==> config.mk <==
export PLATFORM = sky130hd
export DESIGN_NAME = circuit2_seq_ctrl
export DESIGN_NICKNAME = d
export VERILOG_FILES = /design/src/rtl/circuit2_seq_ctrl_pkg.sv /design/src/rtl/circuit2_seq_ctrl_addsub.sv /design/src/rtl/circuit2_seq_ctrl.sv
export SDC_FILE = /design/constraint.sdc
export NUM_CORES = 1
export LEC_CHECK = 0
export CAP_MARGIN = 15
export CORE_ASPECT_RATIO = 1.1
export CORE_MARGIN = 5
export CORE_UTILIZATION = 51
export CTS_CLUSTER_DIAMETER = 120
export CTS_CLUSTER_SIZE = 40
export DETAILED_ROUTE_END_ITERATION = 10
export PLACE_DENSITY = 0.83
export SYNTH_ARGS = -nofsm -noshare
export SYNTH_HDL_FRONTEND = slang
export SYNTH_HIERARCHICAL = 1
export SYNTH_SLANG_ARGS = --single-unit
==> constraint.sdc <==
create_clock -name Clk -period 8.7 [get_ports Clk]
set_clock_uncertainty 0.1 [all_clocks]
set_input_delay 1.305 -clock Clk [delete_from_list [all_inputs] [get_ports Clk]]
set_output_delay 1.305 -clock Clk [all_outputs]
set_load 0.02 [all_outputs]
==> src/rtl/circuit2_seq_ctrl_pkg.sv <==
// circuit2_seq_ctrl_pkg
//   Shared definitions for the scheduled Circuit2 datapath:
//   - state_t : controller state encoding (3-bit)
//   - OP_ADD / OP_SUB : op-select values for the shared add/sub unit
package circuit2_seq_ctrl_pkg;

    typedef enum logic [2:0] {
        IDLE  = 3'd0,
        T_D   = 3'd1,
        T_E   = 3'd2,
        T_F   = 3'd3,
        T_OUT = 3'd4,
        DONE  = 3'd5
    } state_t;

    localparam logic OP_ADD = 1'b0;
    localparam logic OP_SUB = 1'b1;

endpackage

==> src/rtl/circuit2_seq_ctrl_addsub.sv <==
// shared_addsub
//   Single add/sub unit, time-multiplexed by circuit2_seq_ctrl.
//   Modulo 2^DATAWIDTH; carry and borrow are discarded.
// Ports:
//   opa, opb  in   DATAWIDTH  operands
//   op        in   1          OP_ADD (0): opa+opb, OP_SUB (1): opa-opb
//   y         out  DATAWIDTH  result
module shared_addsub
    import circuit2_seq_ctrl_pkg::*;
#(
    parameter int DATAWIDTH = 32
) (
    input  logic [DATAWIDTH-1:0] opa,
    input  logic [DATAWIDTH-1:0] opb,
    input  logic                 op,
    output logic [DATAWIDTH-1:0] y
);

    always_comb begin
        if (op == OP_SUB) y = opa - opb;
        else              y = opa + opb;
    end

endmodule

==> src/rtl/circuit2_seq_ctrl.sv <==
// circuit2_seq_ctrl
//   Multi-cycle scheduled Circuit2: d=a+b, e=a+c, f=a-b, g=(d<e)?d:e,
//   h=(d==e)?g:f, x=g<<(d<e), z=h>>(d==e). One shared add/sub unit
//   evaluates d, e and f in successive cycles; start/done handshake.
//
//   state | meaning
//   ------+-----------------------------------------------------------
//   IDLE  | waiting for start; a/b/c latched on the accepting edge
//   T_D   | d <= a+b on the shared unit
//   T_E   | e <= a+c on the shared unit
//   T_F   | f <= a-b on the shared unit
//   T_OUT | compare/mux/shift inline, register x and z
//   DONE  | done pulse; start here is accepted like IDLE
//
// Ports:
//   Clk    in   1          clock, rising edge
//   Rst    in   1          asynchronous active-high reset
//   start  in   1          request one evaluation
//   a,b,c  in   DATAWIDTH  operands, captured on the accepting edge
//   busy   out  1          high in every state except IDLE
//   done   out  1          one-cycle pulse when x/z were updated
//   x, z   out  DATAWIDTH  registered results
//
// Build option: CIRCUIT2_SEQ_SIGNED_EN selects signed compare and an
// arithmetic right shift for z; default is unsigned / logical.
module circuit2_seq_ctrl
    import circuit2_seq_ctrl_pkg::*;
#(
    parameter int DATAWIDTH = 32
) (
    input  logic                 Clk,
    input  logic                 Rst,
    input  logic                 start,
    input  logic [DATAWIDTH-1:0] a,
    input  logic [DATAWIDTH-1:0] b,
    input  logic [DATAWIDTH-1:0] c,
    output logic                 busy,
    output logic                 done,
    output logic [DATAWIDTH-1:0] x,
    output logic [DATAWIDTH-1:0] z
);

    state_t state, next_state;

    logic [DATAWIDTH-1:0] a_r, b_r, c_r, d_r, e_r, f_r;
    logic [DATAWIDTH-1:0] au_opb, au_y;
    logic                 au_op;
    logic                 load_in;

    logic                 d_lt_e, d_eq_e;
    logic [DATAWIDTH-1:0] g_val, h_val, x_nxt, z_nxt;

    always_ff @(posedge Clk or posedge Rst) begin
        if (Rst) state <= IDLE;
        else     state <= next_state;
    end

    always_comb begin
        next_state = state;
        busy       = 1'b1;
        done       = 1'b0;
        load_in    = 1'b0;
        au_opb     = b_r;
        au_op      = OP_ADD;
        case (state)
            IDLE: begin
                busy = 1'b0;
                if (start) begin
                    load_in    = 1'b1;
                    next_state = T_D;
                end
            end
            T_D:   next_state = T_E;
            T_E: begin
                au_opb     = c_r;
                next_state = T_F;
            end
            T_F: begin
                au_op      = OP_SUB;
                next_state = T_OUT;
            end
            T_OUT: next_state = DONE;
            DONE: begin
                done = 1'b1;
                // Accepting here keeps the 5-cycle cadence when start is held
                // high: the edge leaving DONE is the next accepting edge.
                if (start) begin
                    load_in    = 1'b1;
                    next_state = T_D;
                end else begin
                    next_state = IDLE;
                end
            end
            default: next_state = IDLE;
        endcase
    end

    shared_addsub #(.DATAWIDTH(DATAWIDTH)) u_addsub (
        .opa (a_r),
        .opb (au_opb),
        .op  (au_op),
        .y   (au_y)
    );

    always_comb begin
        d_eq_e = (d_r == e_r);
`ifdef CIRCUIT2_SEQ_SIGNED_EN
        d_lt_e = ($signed(d_r) < $signed(e_r));
`else
        d_lt_e = (d_r < e_r);
`endif
        g_val = d_lt_e ? d_r : e_r;
        h_val = d_eq_e ? g_val : f_r;
        x_nxt = g_val << d_lt_e;
`ifdef CIRCUIT2_SEQ_SIGNED_EN
        z_nxt = $signed(h_val) >>> d_eq_e;
`else
        z_nxt = h_val >> d_eq_e;
`endif
    end

    always_ff @(posedge Clk or posedge Rst) begin
        if (Rst) begin
            a_r <= '0;
            b_r <= '0;
            c_r <= '0;
            d_r <= '0;
            e_r <= '0;
            f_r <= '0;
            x   <= '0;
            z   <= '0;
        end else begin
            if (load_in) begin
                a_r <= a;
                b_r <= b;
                c_r <= c;
            end
            case (state)
                T_D:   d_r <= au_y;
                T_E:   e_r <= au_y;
                T_F:   f_r <= au_y;
                T_OUT: begin
                    x <= x_nxt;
                    z <= z_nxt;
                end
                default: ;
            endcase
        end
    end

endmodule

==> results.md <==
Run status:
- The run finished with clean final reports.

Synthesis:
- For this run, asynchronously set or reset flops after synthesis account for 1.00.
- The post-synth design cell area is 14100 um^2.
- Among all flip-flop cells after synthesis, the most frequent one is sky130_fd_sc_hd__dfrtp_1.
- A synthesized cell averages 10.5 um^2.
- For this run, the register share of the synthesized area comes to 0.460.
- After technology mapping, the gate count stands at 1347.
- The number of distinct library cells after synthesis is 74.
- The synthesized design contains 0 enable-type register cells.
- For this run, the number of Yosys warnings is 6.
- The synthesis-stage register bit count is 259.
- Counting every net in the synthesized netlist gives 1511.

Timing:
- Hold is met by 0.385 ns.
- The number of pins exceeding their max-slew limit in the final report was 0.
- The share of the cycle needed by the critical path after routing is 0.652.
- The maximum clock rate is 176 MHz.
- Setup repair after global routing left no endpoint under its margin.
- The number of hold violations in the final report is 0.
- The clock period minus worst slack is 5.67 ns.
- Setup violations remaining at the end of the flow were counted as 0.
- Measured against its own limit, the worst slew margin works out to 0.276.
- The worst-margin pin slew is 1.09 ns.
- The final setup TNS is 0 ns.

Setup path:
- The first element of the critical path is state[1]$_DFFE_PP0P_.
- Data arrives at the worst endpoint at 5.97 ns.
- The slowest stage of the critical path is the sky130_fd_sc_hd__dfrtp_1 cell.
- The signal on the critical path passes through nor3b_2, buf_4, mux2_2, nor4_1, nand3_1, nor2_1, a31oi_1, nor2_1, xor2_1, ha_1, a21o_1, a21o_1, or4_1, o211a_2, a21oi_4, o21ai_2, xnor2_1, mux2_2.
- Counting both buffers and inverters, the worst setup path holds a total of 1.
- The type of the worst setup path is register to register.
- The critical path's largest stage delay is 0.56 ns.
- The worst setup path is captured at a register.
- The element type at the critical path start is a register.
- In this run the worst path has a maximum fanout of 32.
- Among cell families on the critical path, the largest total delay comes from simple AND/OR/NAND/NOR gates.
- The startpoint identified for the worst register-to-register timing path is state[1]$_DFFE_PP0P_.
- The data required time at the worst endpoint is 9.00 ns.

Clock network:
- Clock latency on the worst-skew pair, taken at its later pin, is 0.50 ns.
- The number of post-CTS setup repair buffers is 0.
- The clock passes through at most 3 buffers.
- The clock sink count is 259.
- The count of hold buffers inserted by post-cts repair is 0.
- The number of gates resized after CTS is 0.
- The register clock-pin slew on the reported worst setup and hold paths is 0.14 ns.
- In this run the number of H-tree levels came out at 1.
- Counting the buffers created by CTS gives 10.
- The tree is rooted in a sky130_fd_sc_hd__clkbuf_16.
- TritonCTS built the clock tree.

Finish:
- The net total in the final layout is 1626.
- The number of antenna diodes in the final layout is 0.
- The count of non-filler cells in the finished layout is 1820.
- Compared with the post-synthesis result, the final layout area differs by 16.1%.
- In the layout the commonest cells are 259 x sky130_fd_sc_hd__dfrtp_1, 164 x sky130_fd_sc_hd__clkdlybuf4s50_1, 160 x sky130_fd_sc_hd__mux2_2, 160 x sky130_fd_sc_hd__nand2_1, 81 x sky130_fd_sc_hd__o21ai_0.
- The most common cell after layout, fill and taps aside is sky130_fd_sc_hd__dfrtp_1.
- Of the cells placed in the final design, the portion with a size suffix greater than 1 is 0.163.

Placed design:
- The HPWL reported at the end of detailed placement is 25000 um.
- Input and output buffers added on the ports amount to 164.
- Routability-driven placement finished with a final weighted congestion of 0.883.
- After detailed placement, the design holds a cell count of 1804.

Global routing:
- The initial antenna violation count is 1.
- Summed over all layers, the global routing overflow is 0.
- The via count of the first global-routing pass came to 10700.
- Across every metal layer, demand over resource in global routing totals 0.215.
- The first global-routing pass estimated 55100 um of wire.
- The pin count of the biggest net entering global routing is 110.

Floorplan:
- The standard-cell row count is 63.
- The die outline area is 31100 um^2.
- The vertical die dimension is 184 um.
- For this configuration, the core starts out at a cell density of 0.520.
- The placeable core region is 27100 um^2.
- 165 I/O pins were placed.
- From left edge to right edge, the die measures 169 um.

Route:
- For this block, the initial DRC count from the detailed router was 983.
- The count of nets left with antenna violations once routing finished came out at 0.
- The first detailed-routing pass ran for 6 iterations.
- The via count normalized by instance count is 5.94.
- For this run, design rule violations remaining after detail routing come to 0.
- The routed wire length is 34200 um.
- The routed wire length per instance is 18.8 um.
- Detailed routing inserted a total of 10800 vias.

Min path:
- The startpoint identified for the worst hold timing path is f_r[14]$_DFFE_PP0P_.
- The worst hold path class is register to register.

Job:
- The tool flagged a number of max-cap violations equal to 0.
==> cell usage after synthesis, drive strengths merged, types with 7 or more instances <==
library cell	number	area (um^2)
mux2	160	1800
dfrtp	259	6480
inv	44	165
and2	10	62.6
a21oi	68	352
buf	37	229
nor2	66	250
ha	64	801
nand3	9	45.0
a31oi	64	400
nand2	160	601
or3	28	175
nand4	42	275
xnor2	49	429
clkbuf	43	171
xor2	11	96.3
o31ai	35	353
nor3	14	80.1
o21ai	92	475
a211oi	7	57.6
a21o	15	114
==> cells by family after synthesis <==
family	Yosys count	synth area share
AOI/OAI and AO/OA	309	0.147
xor gates and xnor gates	60	0.0373
adders and majority gates	65	0.0582
buffers and inverters	125	0.0404
DFF	259	0.460
muxes	161	0.129
and+or+nand+nor	368	0.129
==> path summary, 6_finish.rpt <==
path                                       endpoint  cells after the start  slack (ns)
worst max-delay path            d_r[31]$_DFFE_PP0P_                     18        3.03
worst min-delay path            f_r[14]$_DFFE_PP0P_                      2        0.38
worst max register to register  d_r[31]$_DFFE_PP0P_                     18        3.03
worst min register to register  f_r[14]$_DFFE_PP0P_                      2        0.38
max in group asynchronous       b_r[26]$_DFFE_PP0P_                      3        5.95
min in group asynchronous        b_r[5]$_DFFE_PP0P_                      2        1.20
==> layer usage <==
metal	GRT usage	up-vias	wire, um
li1	-	5072	-
met2	0.362	389	16500
met4	0.0503	2	636
met3	0.0281	57	2130
met1	0.298	5294	14900
met5	0	-	13
==> stage by stage <==
step | instance area (um^2) | util | setup slack, ns
floorplan | 14100 | - | 0.168
global placement | 16000 | 0.588 | 3.32
detailed placement | 16000 | 0.588 | 3.11
CTS | 16300 | 0.600 | 3.08
global route | 16400 | 0.603 | 2.75
finish | 16400 | 0.603 | 3.03
==> registers in the layout, summed over array words and instances (netlist names) <==
register	flops
a_r	32
b_r	32
c_r	32
d_r	32
e_r	32
f_r	32
state	3
x	32
z	32
==> cell type report <==
type                    instances  area [um^2]
well taps                     357          447
flip-flops and latches        259         6480
fillers                      2230        10800
multi-input cells             963         7090
clock inverters                 2         50.0
clock buffers                  11          275
inverters                      45          176
repair buffers                183         1840
==> tightest hold or removal path: cells and delay by family, from the launching register on <==
family / cells / cell delay, ns
flip-flops: 1 / 0.36
AND/OR/NAND/NOR: 2 / 0.10
Power is not shown: default switching activity piles up to over one toggle a cycle in this logic, so the estimate is an artifact.
